==> config.mk <==
export PLATFORM = sky130hd
export DESIGN_NAME = demux_dispatch
export DESIGN_NICKNAME = d
export VERILOG_FILES = /design/src/rtl/demux_dispatch.sv
export SDC_FILE = /design/constraint.sdc
export NUM_CORES = 1
export LEC_CHECK = 0
export CAP_MARGIN = 20
export CORE_MARGIN = 8
export CORE_UTILIZATION = 40
export DETAILED_ROUTE_END_ITERATION = 8
export PLACE_DENSITY = 0.6
export SETUP_SLACK_MARGIN = 0.2
export SLEW_MARGIN = 20
export SYNTH_ARGS = -nofsm -noshare
export SYNTH_HDL_FRONTEND = slang
export SYNTH_SLANG_ARGS = --single-unit
==> constraint.sdc <==
create_clock -name clk -period 6.7 [get_ports clk]
set_input_delay 1.34 -clock clk [delete_from_list [all_inputs] [get_ports clk]]
set_output_delay 1.34 -clock clk [all_outputs]
set_load 0.01 [all_outputs]
==> src/rtl/demux_dispatch.sv <==
`default_nettype none
// ============================================================================
//  Module   : demux_dispatch
//  Purpose  : Upstream feeder for a 4-way N-bit demux. Accepts a valid/ready
//             word stream into a DEPTH-entry FIFO and presents the head word
//             on the demux data/select inputs together with a one-hot
//             per-channel valid. The destination channel comes from the input
//             (mode=0, addressed) or from a round-robin pointer assigned at
//             push time (mode=1).
//  Ports    : clk, rst_n          clock, async active-low reset
//             in_data_i/in_dest_i word and target channel (addressed mode)
//             in_valid_i/in_ready_o  input handshake
//             mode_i              0 = addressed, 1 = round-robin
//             out_a_o/out_s_o     head word / head channel
//             out_valid_o         one-hot valid, bit k = channel k
//             out_ready_i         per-channel consumer ready
//             level_o             FIFO occupancy
//             ch_count_o          (DISPATCH_STATS_EN only) 4 x 16-bit
//                                 saturating per-channel pop counters
//  Options  : DISPATCH_STATS_EN   adds ch_count_o and its counters
//  Revision : 1.0  initial release
// ============================================================================
module demux_dispatch #(
    parameter int N     = 8,
    parameter int DEPTH = 4
) (
    input  logic                       clk,
    input  logic                       rst_n,
    input  logic [N-1:0]               in_data_i,
    input  logic [1:0]                 in_dest_i,
    input  logic                       in_valid_i,
    output logic                       in_ready_o,
    input  logic                       mode_i,
    output logic [N-1:0]               out_a_o,
    output logic [1:0]                 out_s_o,
    output logic [3:0]                 out_valid_o,
    input  logic [3:0]                 out_ready_i,
`ifdef DISPATCH_STATS_EN
    output logic [63:0]                ch_count_o,
`endif
    output logic [$clog2(DEPTH):0]     level_o
);

    localparam int AW = $clog2(DEPTH);
    localparam int LW = AW + 1;
    localparam logic [LW-1:0] C_FULL_LEVEL = LW'(DEPTH);

    typedef enum logic [1:0] {
        ST_EMPTY  = 2'd0,
        ST_ACTIVE = 2'd1,
        ST_FULL   = 2'd2
    } state_t;

    // Storage (no reset needed: head outputs are masked while EMPTY)
    logic [N-1:0]  mem_data_q [DEPTH];
    logic [1:0]    mem_dest_q [DEPTH];

    logic [AW-1:0] wr_ptr_q, wr_ptr_d;
    logic [AW-1:0] rd_ptr_q, rd_ptr_d;
    logic [LW-1:0] level_q,  level_d;
    logic [1:0]    rr_q,     rr_d;

    state_t        state_w;
    logic          push_w;
    logic          pop_w;
    logic [1:0]    dest_w;

    // State is a pure decode of occupancy; there is no separate state register.
    always_comb begin
        state_w = ST_ACTIVE;
        if (level_q == '0) begin
            state_w = ST_EMPTY;
        end else if (level_q == C_FULL_LEVEL) begin
            state_w = ST_FULL;
        end
    end

    // in_ready depends only on registered occupancy, never on the same-cycle
    // pop, so no combinational path runs from out_ready_i to in_ready_o.
    assign in_ready_o = (state_w != ST_FULL);
    assign push_w     = in_valid_i & in_ready_o;
    assign dest_w     = mode_i ? rr_q : in_dest_i;

    always_comb begin
        out_a_o     = '0;
        out_s_o     = 2'd0;
        out_valid_o = 4'b0000;
        if (state_w != ST_EMPTY) begin
            out_a_o     = mem_data_q[rd_ptr_q];
            out_s_o     = mem_dest_q[rd_ptr_q];
            out_valid_o = 4'b0001 << out_s_o;
        end
    end

    // Only the head's own channel ready matters: head-of-line blocking.
    assign pop_w   = (state_w != ST_EMPTY) & out_ready_i[out_s_o];
    assign level_o = level_q;

    always_comb begin
        wr_ptr_d = wr_ptr_q;
        rd_ptr_d = rd_ptr_q;
        level_d  = level_q;
        rr_d     = rr_q;
        if (push_w) begin
            wr_ptr_d = wr_ptr_q + 1'b1;
            if (mode_i) begin
                rr_d = rr_q + 2'd1;
            end
        end
        if (pop_w) begin
            rd_ptr_d = rd_ptr_q + 1'b1;
        end
        case ({push_w, pop_w})
            2'b10:   level_d = level_q + 1'b1;
            2'b01:   level_d = level_q - 1'b1;
            default: level_d = level_q;
        endcase
    end

    always_ff @(posedge clk or negedge rst_n) begin
        if (!rst_n) begin
            wr_ptr_q <= '0;
            rd_ptr_q <= '0;
            level_q  <= '0;
            rr_q     <= 2'd0;
        end else begin
            wr_ptr_q <= wr_ptr_d;
            rd_ptr_q <= rd_ptr_d;
            level_q  <= level_d;
            rr_q     <= rr_d;
        end
    end

    always_ff @(posedge clk) begin
        if (push_w) begin
            mem_data_q[wr_ptr_q] <= in_data_i;
            mem_dest_q[wr_ptr_q] <= dest_w;
        end
    end

`ifdef DISPATCH_STATS_EN
    logic [15:0] cnt_q [4];

    for (genvar k = 0; k < 4; k++) begin : g_stats
        always_ff @(posedge clk or negedge rst_n) begin
            if (!rst_n) begin
                cnt_q[k] <= 16'h0000;
            end else if (pop_w && (out_s_o == 2'(k)) && (cnt_q[k] != 16'hFFFF)) begin
                cnt_q[k] <= cnt_q[k] + 16'h0001;
            end
        end
        assign ch_count_o[16*k +: 16] = cnt_q[k];
    end : g_stats
`endif

endmodule
`default_nettype wire

==> impl_results.md, run 1 <==
* Final Hold Viols at 0
* Nets@finish at roughly 180
* Fraction of layout cells with a size suffix above 1 at 0.113
* Initial antenna violation count at 0
* Clk slew on worst S/H paths at around 0.08 ns
* Max Cap Viol at 0
* CP Buf/Inv Count at 1
* Num CTS Buffers at 5
* Vias in the first global route at roughly 1,200
* Crit path DAT at 2.57 ns
* Post-CTS Setup Inserts at 0
* Flop2flop setup slack at 3.58 ns
* Crit path max fanout at 12
* Worst-margin pin slew at 0.738 ns
* Ant diodes at 0
* Htree depth at 2
* Num rows at 26
* PwrDens at 462 mW/mm^2
* Crit. path cell count at 3
* Gr ovfl total at 0
* Placeable Area at about 0.005 mm^2
* Count leader, synth: edfxtp_1
* Seq/Total Area, Yosys at 0.686
* Min Hold Slack at 0.488 ns
* Ys async rst share at 0.184
* YS warnings at 0
* Max Root-Sink Buffers at 2
* Crit path largest cell delay at 0.83 ns
* Max Freq at 255 MHz
* Sink Count at 49
* Worst slack, placed at around 3.1 ns
* WL final at 3960 um
* Critical Path, Cell by Cell: mux4_2, nor3b_1, clkdlybuf4s50_1
* Leak pwr at around 0.9 nW
* Mapped Area at about 0.0021 mm^2
* Layout Skew at 0.00634 ns
* All-Layer GR Usage at 0.113
* IO Count at 36
* Global-route wire length before repair at 6350 um
* Placed cell area at 0.00250 mm^2
* Final Setup Violations at 0
* Peak supply drop at 0.000192 V
* Post-DR wirelength/cell at approximately 17 um
* Unique masters post-synth at 25
* Internal at around 0.0008 W
* Synth area leader: edfxtp_1
* Power Total at 0.00119 W
* Largest net degree at the start of global routing at 15
* Reg2Reg Launch Point: rd_ptr_q[0]$_DFFE_PN0P_
* Crit path kind: reg -> out
* Slowest cell on the critical path: dfrtp_1
* PnR worst setup slack at ~2.8 ns
* Min Tclk post-route at 3.91 ns
* Final instance area at 0.00258 mm^2
* Final ANT Viol Nets at 0
* CTS tree: yes
* WP data required at 5.36 ns
* Port Buffers at 35
* Residual DRC at 0
* Reg2reg end: level_o[2]$_DFFE_PN0P_
* TNS Setup at 0 ns
* GPL Wtd Cong at around 0.81
* Net Sw Power at 0.000389 W
* Min-Delay Endpoint: rr_q[1]$_DFFE_PN0P_
* Run status: finished clean
* Fin. max-slew vios at 0
* Hold Crit Start: rr_q[1]$_DFFE_PN0P_
* Register share of total power at 0.407
* Post-synth top flop: edfxtp_1
* Seq cells post-synth at 49
* Period utilisation layout at 0.584
* Avg Inst Size Synth at 17.3 um^2
* Vias post-DR at 1,114
* Synth top area cells: edfxtp_1 (58%), dfrtp_1 (11%), mux4_2 (11%)
* Comb power frac at 0.457
* Slew Limit Headroom at 0.508
* Worst R2R Path Depth at 10
* RSZ-0062 raised after global routing: no
* Clock Latency Late Sink at 0.30 ns
* Routed vias/inst at 4.86
* Cells after Synth at 120
* Die ar. at 0.00777 mm^2
* Most frequent cells after synthesis: edfxtp_1 (40), and2_1 (10), mux4_2 (10)
* Drt first pass iters at 4
* CP startpoint kind: register
* WHS Path Cells at 1
* Worst hold-check path type: reg -> reg
* CP endpoint kind: primary output
* Clock network fraction of design power at 0.135
* Die Span Y at roughly 88 um
* Root Buffer: clkbuf_8
* Syn-to-layout area delta at 24.1%
* Sw frac at 0.326
* Starting Density at 0.410
* Die width at just under 90 um
* Syn_nets at between 100 and 150
* Drt initial violations at 60
* Top delay family on crit path: flip-flops
* Post-cts resize count at 0
* Cts hold-fix bufs at 0
* Post-synth top area share at 0.577
* Number of flops mapped to enable cells by yosys at 40
* Worst Setup SP: rd_ptr_q[0]$_DFFE_PN0P_
## state kept, by name (all words and copies together), names as in the netlist
register    cells
mem_data_q     32
mem_dest_q      8
rr_q            2
rd_ptr_q        2
wr_ptr_q        2
level_o         3
## kinds of logic (layout without fill, tap and decap cells)
logic type / after synthesis / count (layout) / synth area share
flops: 49 / 49 / 0.686
simple gates: 29 / 29 / 0.0806
mux: 14 / 14 / 0.129
buf+inv: 11 / 50 / 0.0211
xor+xnor: 8 / 8 / 0.0337
fa+ha+maj: 6 / 6 / 0.0397
compound gates: 3 / 3 / 0.0108
## layout by cell type, fill, tap and decap left out
| cell | Yosys | final |
|---|---|---|
| nand3_1 | 2 | 2 |
| nand4_1 | 1 | 1 |
| and2_1 | 10 | 10 |
| clkbuf_8 | 0 | 5 |
| and3_4 | 1 | 1 |
| ha_1 | 5 | 5 |
| edfxtp_1 | 40 | 40 |
| or3_1 | 1 | 1 |
| o21ai_0 | 1 | 1 |
| o32a_1 | 1 | 1 |
| clkbuf_1 | 2 | 2 |
| clkinv_1 | 0 | 1 |
| dfrtp_1 | 9 | 9 |
| mux2_2 | 2 | 2 |
| nor2_1 | 2 | 2 |
| nor3_1 | 2 | 2 |
| o21a_1 | 1 | 1 |
| nor3b_1 | 1 | 1 |
| fa_1 | 1 | 1 |
| and3_1 | 5 | 5 |
| clkdlybuf4s50_1 | 0 | 35 |
| mux4_2 | 10 | 10 |
| mux2i_1 | 2 | 2 |
| nand2_1 | 4 | 4 |
| xnor2_1 | 5 | 5 |
| inv_1 | 7 | 7 |
| xor2_1 | 3 | 3 |
## metrics by stage
stage	cells	util
6_report	229	0.509
2_1_floorplan	120	-
5_1_grt	229	0.509
3_3_place_gp	221	0.493
4_1_cts	229	0.509
3_5_place_dp	221	0.493
## how the worst max path moves through the flow
| stage | end |
|---|---|
| 3_5_place_dp | out_valid_o[0] |
| 5_1_grt | out_valid_o[0] |
| 3_3_place_gp | out_valid_o[0] |
| 4_1_cts | out_valid_o[0] |
| 6_report | out_valid_o[2] |
| 2_1_floorplan | level_o[2]$_DFFE_PN0P_ |
## power by group through the flow
stage | clock network (W) | registers, W | logic [W]
after floorplan | 0 | 0.000458 | 0.000354
after global placement | 0 | 0.000490 | 0.000539
after detailed placement | 0 | 0.000496 | 0.000555
after CTS | 0.000167 | 0.000489 | 0.000558
after global routing | 0.000178 | 0.000499 | 0.000596
final | 0.000161 | 0.000486 | 0.000545
## cell type report
| type | instances | area, um^2 |
|---|---|---|
| Tap cell | 70 | 87.6 |
| Timing Repair Buffer | 35 | 350 |
| Fill cell | 447 | 2490 |
| Multi-Input combinational cell | 60 | 611 |
| Clock inverter | 1 | 3.75 |
| Clock buffer | 7 | 76.3 |
| Sequential cell | 49 | 1430 |
| Inverter | 7 | 26.3 |
## metal layers
metal	vias to the layer above	global-route usage	part of all wire
li1	522	-	-
met1	568	0.115	0.38
met3	6	0.0347	0.042
met2	18	0.211	0.56
met5	-	0	0
met4	0	0.0415	0.014
Note: power is estimated with default switching activity, not from simulation.
==> inputs of run 2 (changes only) <==
- PLACE_DENSITY: 0.6 -> 0.63
- clock period: 6.7 -> 3.5 ns (I/O delays scaled with it)
==> run 2 against run 1 <==
- sequential share of layout area decreased by 0.53 points
- combinational power grew 110%
- clock skew shrank 0.0034 ns
- critical path type unchanged
- highest routed layer unchanged
==> impl_results.md, run 2 (synthesis results as in run 1) <==
* Post-DR wirelength/cell at 16.9 um (was 17.3 um)
* Layout Skew at 0.00298 ns (was 0.00634 ns)
* PnR worst setup slack at 0.548 ns (was 2.79 ns)
* Root Buffer: clkbuf_8 (unchanged)
* Crit path kind: reg -> out (unchanged)
* Hold Crit Start: rr_q[1]$_DFFE_PN0P_ (unchanged)
* Crit path DAT at 2.25 ns (was 2.57 ns)
* Placeable Area at 0.00507 mm^2 (unchanged)
* RSZ-0062 raised after global routing: no (unchanged)
* WHS Path Cells at 1 (unchanged)
* Crit path largest cell delay at 0.62 ns (was 0.83 ns)
* Max Cap Viol at 0 (unchanged)
* Slowest cell on the critical path: mux4_2 (was dfrtp_1)
* Flop2flop setup slack at 0.73 ns (was 3.58 ns)
* Max reg flops at 32 (unchanged)
* Min Tclk post-route at between 2 and 3 ns
* Min-Delay Endpoint: rr_q[1]$_DFFE_PN0P_ (unchanged)
* Fin. max-slew vios at 0 (unchanged)
* Initial antenna violation count at 0 (unchanged)
* Die ar. at 0.00777 mm^2 (unchanged)
* Crit path max fanout at 6 (was 12)
* Slew Limit Headroom at 0.619 (was 0.508)
* Clock Latency Late Sink at 0.29 ns (was 0.30 ns)
* Syn-to-layout area delta at 25.3% (was 24.1%)
* Drt first pass iters at 4 (unchanged)
* Biggest register: mem_data_q (unchanged)
* Vias in the first global route at 1,245 (was 1,242)
* Global-route wire length before repair at 6230 um (was 6350 um)
* Clk slew on worst S/H paths at 0.08 ns (about the same)
* WL final at 3910 um (was 3960 um)
* Crit. path cell count at 3 (unchanged)
* Fin util at 0.514 (was 0.509)
* Die Span Y at 88.1 um (unchanged)
* Critical Path, Cell by Cell: mux4_2, nor3b_1, clkdlybuf4s50_1 (unchanged)
* Final Hold Viols at 0 (unchanged)
* Leak pwr at 0.935 nW (was 0.920 nW)
* Drt initial violations at 51 (was 60)
* CP endpoint kind: primary output (unchanged)
* Sink Count at 49 (unchanged)
* Num rows at 26 (unchanged)
* CTS tree: yes (unchanged)
* Starting Density at 0.410 (unchanged)
* Die width at 88.1 um (unchanged)
* All-Layer GR Usage at 0.109 (was 0.113)
* Most frequent cells in the layout: edfxtp_1 (40), clkdlybuf4s50_1 (35), mux4_2 (10), and2_1 (10), dfrtp_1 (9) (unchanged)
* Leading cell type in the layout, fill and taps excluded: edfxtp_1 (unchanged)
* Placed cells at 223 (was 221)
* WP data required at 2.80 ns (was 5.36 ns)
* Num CTS Buffers at 5 (unchanged)
* Routed vias/inst at 4.85 (was 4.86)
* Vias post-DR at 1,121 (was 1,114)
* Dpl hpwl at 2820 um
* Worst hold-check path type: reg -> reg (unchanged)
* GPL Wtd Cong at 0.709 (was 0.814)
* Cts hold-fix bufs at 0 (unchanged)
* Nets@finish at 184 (was 182)
* Top delay family on crit path: multiplexers (was flip-flops)
* TNS Setup at 0 ns (unchanged)
* Port Buffers at 35 (unchanged)
* Power Total at 0.00233 W (was 0.00119 W)
* Fraction of layout cells with a size suffix above 1 at 0.130 (was 0.113)
* Run status: finished clean (unchanged)
* Final ANT Viol Nets at 0 (unchanged)
* Ant diodes at 0 (unchanged)
* Worst slack, placed at 0.706 ns (was 3.06 ns)
* Worst-margin pin slew at 0.572 ns (was 0.738 ns)
* PwrDens at 895 mW/mm^2 (was 462 mW/mm^2)
* Final Setup Violations at 0 (unchanged)
* CP Buf/Inv Count at 1 (unchanged)
* CP startpoint kind: register (unchanged)
* Residual DRC at 0 (unchanged)
* Fin cells at 231 (was 229)
* Max Freq at 339 MHz
* Period utilisation layout at 0.843
* Post-CTS Setup Inserts at 0 (unchanged)
* Reg2reg end: level_o[2]$_DFFE_PN0P_ (unchanged)
* Max Root-Sink Buffers at 2 (unchanged)
* Reg2Reg Launch Point: rd_ptr_q[0]$_DFFE_PN0P_ (unchanged)
* Htree depth at 2 (unchanged)
* Peak supply drop at 0.000395 V (was 0.000192 V)
* Post-cts resize count at 0 (unchanged)
* IO Count at 36 (unchanged)
* Largest net degree at the start of global routing at 15 (unchanged)
* Gr ovfl total at 0 (unchanged)
* Worst R2R Path Depth at 10 (unchanged)
[run 2: stage by stage]
step,hold slack [ns],area [um^2]
2_1_floorplan,0.404,2080
3_3_place_gp,0.453,2520
3_5_place_dp,0.459,2520
4_1_cts,0.473,2610
5_1_grt,0.520,2610
6_report,0.474,2610
[run 2: worst max path at each step]
stage	startpoint	endpoint	slack, ns
after floorplan	rd_ptr_q[0]$_DFFE_PN0P_	level_o[2]$_DFFE_PN0P_	1.06
after global placement	rd_ptr_q[0]$_DFFE_PN0P_	level_o[2]$_DFFE_PN0P_	0.79
after detailed placement	rd_ptr_q[0]$_DFFE_PN0P_	level_o[2]$_DFFE_PN0P_	0.71
after CTS	rd_ptr_q[0]$_DFFE_PN0P_	out_valid_o[2]	0.49
after global routing	rd_ptr_q[0]$_DFFE_PN0P_	out_valid_o[0]	0.38
final	rd_ptr_q[0]$_DFFE_PN0P_	out_valid_o[2]	0.55
[run 2: area by class of cell]
cell class              count  area (um^2)
clock buffers               8         90.1
repair buffers             37          365
flip-flops and latches     49         1430
inverters                   7         26.3
well taps                  70         87.6
multi-input cells          60          611
fillers                   431         2470
[run 2: power by group]
| part | total (W) | switching [W] | internal, W | leakage (nW) |
|---|---|---|---|---|
| Clock | 0.000329 | 0.000168 | 0.000161 | 0.0455 |
| Combinational | 0.00112 | 0.000506 | 0.000612 | 0.418 |
| Sequential | 0.000886 | 0.0000805 | 0.000805 | 0.472 |
[run 2: layer usage]
layer	routed length, um	share of wire	global-route usage	vias up
met5	0	0	0	-
met4	48	0.012	0.0369	0
met3	203	0.052	0.0413	7
met2	2130	0.54	0.196	19
met1	1530	0.39	0.115	568
li1	-	-	-	527
==> patch 1 (config.mk and constraints of run 2) <==
Set the parameter `DEPTH` to 8 (it was 4).
--- a/src/rtl/demux_dispatch.sv
+++ b/src/rtl/demux_dispatch.sv
@@ -22,7 +22,7 @@
 // ============================================================================
 module demux_dispatch #(
     parameter int N     = 8,
-    parameter int DEPTH = 4
+    parameter int DEPTH = 8
 ) (
     input  logic                       clk,
     input  logic                       rst_n,
Ports: changed (resized level_o); port bits go from 36 to 37. The function was not compared with the original's and may differ.
==> patch 1 against run 2 <==
- total power increased by 74%
- routed wire length rose by 91%
- sequential cell count rose by 43
- cell area is 77% higher
- combinational power is 63% higher
- clock power up 100%
- setup slack worse by 0.23 ns
- critical path depth is 3 higher
- fmax is 7.1% lower
- synthesized area rose by 83%
- critical endpoint is now out_valid_o[3]
- largest power group unchanged
==> patch 1: results (changes against run 2) <==
Crit path max fanout = 4 (was 6)
Clock Skew = 0.00922 ns (was 0.00298 ns)
Placed insts = 374 (was 223)
Area post-placement = 4390 um2 (was 2520 um2)
Fillers = 784 (was 431)
Non-clock inverter count in the final layout = 6 (was 7)
Layout cell share with drive strength beyond 1 = 22.6% (was 13.0%)
Post-synthesis compound-gate area fraction = 0.460% (was 1.08%)
Initial drt markers = 95 (was 51)
Met3 usage = 2.80% (was 4.13%)
FFs w/ async S/R, synth = 13.0% (was 18.4%)
GRT Resource Usage Total = 12.1% (was 10.9%)
Status = completed (unchanged)
Fraction of area in multi-input gates = 22.9% (was 23.4%)
Critical path arrival = 2.48 ns (was 2.25 ns)
Total wire length = 7440 um (was 3910 um)
Clk pwr share = 16.2% (was 14.1%)
First-pass GRT wire length = 11600 um (was 6230 um)
Crit-path leading delay family = buffers and inverters (was multiplexers)
Register area share after synthesis = 70.9% (was 68.6%)
Post-synthesis mux area share = 17.1% (was 12.9%)
Final Power = 4.06 mW (was 2.33 mW)
CP max stage cell = clkdlybuf4s50_1 (was mux4_2)
Mapped Nets = 227 (was 144)
Met3 WL = 303 um (was 203 um)
Clk_lat worst skew = 0.36 ns (was 0.29 ns)
Sequential share of cell area = 58.6% (was 54.7%)
Xor/xnor share of the synthesized area = 2.30% (was 3.37%)
Met2 Usage GRT = 19.7% (was 19.6%)
Non-clock buffers = 53 (was 37)
Met1 GRT Util = 15.0% (was 11.5%)
Gpl congestion = 0.781 (was 0.709)
CTS sink cnt = 92 (was 49)
EDFF count, synth = 80 (was 40)
Worst-Margin Slew = 0.565 ns (was 0.572 ns)
-- patch 1: cell types whose count changed after synthesis, moves of 4 or more --
cell,change
nand2_1,+6
edfxtp_1,+40
nor2_1,+13
mux2i_1,+11
and3_1,-4
and2_1,-9
mux4_2,+7
-- patch 1: path summary, 6_finish.rpt --
path	startpoint	end	slack, ns	depth (start not counted)
max in group asynchronous	rst_n	rd_ptr_q[0]$_DFFE_PN0P_	2.41	1
worst max register to register	rd_ptr_q[0]$_DFFE_PN0P_	level_o[3]$_DFFE_PN0P_	0.33	13
worst max-delay path	rd_ptr_q[0]$_DFFE_PN0P_	out_valid_o[3]	0.32	6
worst min register to register	rr_q[1]$_DFFE_PN0P_	rr_q[1]$_DFFE_PN0P_	0.51	1
min in group asynchronous	rst_n	level_o[2]$_DFFE_PN0P_	0.69	1
worst min-delay path	rr_q[1]$_DFFE_PN0P_	rr_q[1]$_DFFE_PN0P_	0.51	1
==> patch 2 (settings of run 2) <==
Without the edit above. Put one more register stage on the output `level_o`, cleared by the reset. The value now appears one clock later. The other outputs are not delayed to match.
--- a/src/rtl/demux_dispatch.sv
+++ b/src/rtl/demux_dispatch.sv
@@ -94,7 +94,13 @@
 
     // Only the head's own channel ready matters: head-of-line blocking.
     assign pop_w   = (state_w != ST_EMPTY) & out_ready_i[out_s_o];
-    assign level_o = level_q;
+    always_ff @(posedge clk or negedge rst_n) begin
+        if (!rst_n) begin
+            level_o <= '0;
+        end else begin
+            level_o <= level_q;
+        end
+    end
 
     always_comb begin
         wr_ptr_d = wr_ptr_q;
Check against the original RTL: not equivalent (a bounded check fails within 4 cycles, from zero or initial values and one cycle with rst_n low).
==> patch 2 against run 2 <==
- routed wire length is 4.2% higher
- synthesized area rose by 3.6%
- die area rose by 2.9%
- core utilization rose by 0.47 points
- sequential share of layout area rose by 1.6 points
- total power increased by 1.6%
- critical path depth is the same
- worst hold slack worse by 0.025 ns
- register-to-register slack got worse by 0.04 ns
- setup slack got worse by 0.083 ns
- sequential cell count is 3 higher
- via count unchanged
- cell area up 2.2%
==> patch 2: results (changes against run 2) <==
Status = completed (unchanged)
Unique masters post-synth = 25 (unchanged)
DR WL met2 = 2170 um (was 2130 um)
Layout cell share with drive strength beyond 1 = 11.7% (was 13.0%)
Gpl congestion = 0.741 (was 0.709)
Place WS = 0.673 ns (was 0.706 ns)
GRT Resource Usage Total = 11.2% (was 10.9%)
Met3 WL = 198 um (was 203 um)
Final Net Count = 186 (was 184)
Area post-placement = 2580 um2 (was 2520 um2)
Initial drt markers = 89 (was 51)
Met2 Usage GRT = 20.1% (was 19.6%)
Critical path arrival = 2.34 ns (was 2.25 ns)
Vias in the first global route = 1254 (was 1245)
Slew HR = 61.3% (was 61.9%)
FFs w/ async S/R, synth = 23.1% (was 18.4%)
Clock Skew = 0.00512 ns (was 0.00298 ns)
Metal1 wirelength = 1630 um (was 1530 um)
Most frequent cells after synthesis = edfxtp_1 (40), dfrtp_1 (12), and2_1 (10), mux4_2 (10), inv_1 (7) (was edfxtp_1 (40), and2_1 (10), mux4_2 (10), dfrtp_1 (9), inv_1 (7))
Fillers = 463 (was 431)
Synth top area cells = edfxtp_1 (56%), dfrtp_1 (14%), mux4_2 (10%), and2_1 (2.9%), ha_1 (2.9%) (was edfxtp_1 (58%), dfrtp_1 (11%), mux4_2 (11%), and2_1 (3.0%), ha_1 (3.0%))
Final std cells w/o fill = 233 (was 231)
Mapped Nets = 147 (was 144)
First-pass GRT wire length = 6440 um (was 6230 um)
Average wire per standard cell = 17.5 um (was 16.9 um)
P_leak = 0.960 nW (was 0.935 nW)
Final Util = 51.8% (was 51.4%)
Met1 GRT Util = 11.9% (was 11.5%)
Register area share after synthesis = 69.6% (was 68.6%)
DP HPWL = 2940 um (was 2820 um)
Maximum vdd drop = 0.000395 V (about the same)
==> patch 2: cell types whose count changed after synthesis <==
cell	before	now
dfrtp_1	9	12
==> patch 2: final cells by class <==
class	instances	area share, %
clock buffer	7	2.87
clock inverter	1	0.141
inverter	7	0.986
multi-input combinational	60	22.9
sequential	52	56.4
tap	70	3.29
timing repair buffer	36	13.4
==> patch 2: report_power, final <==
part	switching [mW]	leakage (nW)	internal [mW]
combinational	0.484	0.413	0.605
clock	0.178	0.0399	0.139
sequential	0.109	0.507	0.856
total	0.770	0.960	1.60
==> patch 2: worst paths after layout <==
| path | end | slack [ns] | depth (start not counted) | startpoint |
|---|---|---|---|---|
| setup / recovery | out_valid_o[2] | 0.46 | 3 | rd_ptr_q[0]$_DFFE_PN0P_ |
| hold / removal | level_o[1]$_DFF_PN0_ | 0.45 | 0 | level_q[1]$_DFFE_PN0P_ |
| setup reg to reg | level_q[2]$_DFFE_PN0P_ | 0.69 | 10 | rd_ptr_q[0]$_DFFE_PN0P_ |
| hold reg to reg | level_o[1]$_DFF_PN0_ | 0.45 | 0 | level_q[1]$_DFFE_PN0P_ |
| max in group asynchronous | level_q[1]$_DFFE_PN0P_ | 2.36 | 1 | rst_n |
| min in group asynchronous | level_o[1]$_DFF_PN0_ | 0.76 | 1 | rst_n |
==> patch 2: cells by family (layout without fill, tap and decap cells) <==
group | after synthesis | count (layout) | synth area share (%)
DFF | 52 | 52 | 69.6
and+or+nand+nor | 29 | 29 | 7.78
muxes | 14 | 14 | 12.4
buffers and inverters | 11 | 51 | 2.03
xor gates and xnor gates | 8 | 8 | 3.25
adders and majority gates | 6 | 6 | 3.83
AOI/OAI and AO/OA | 3 | 3 | 1.04
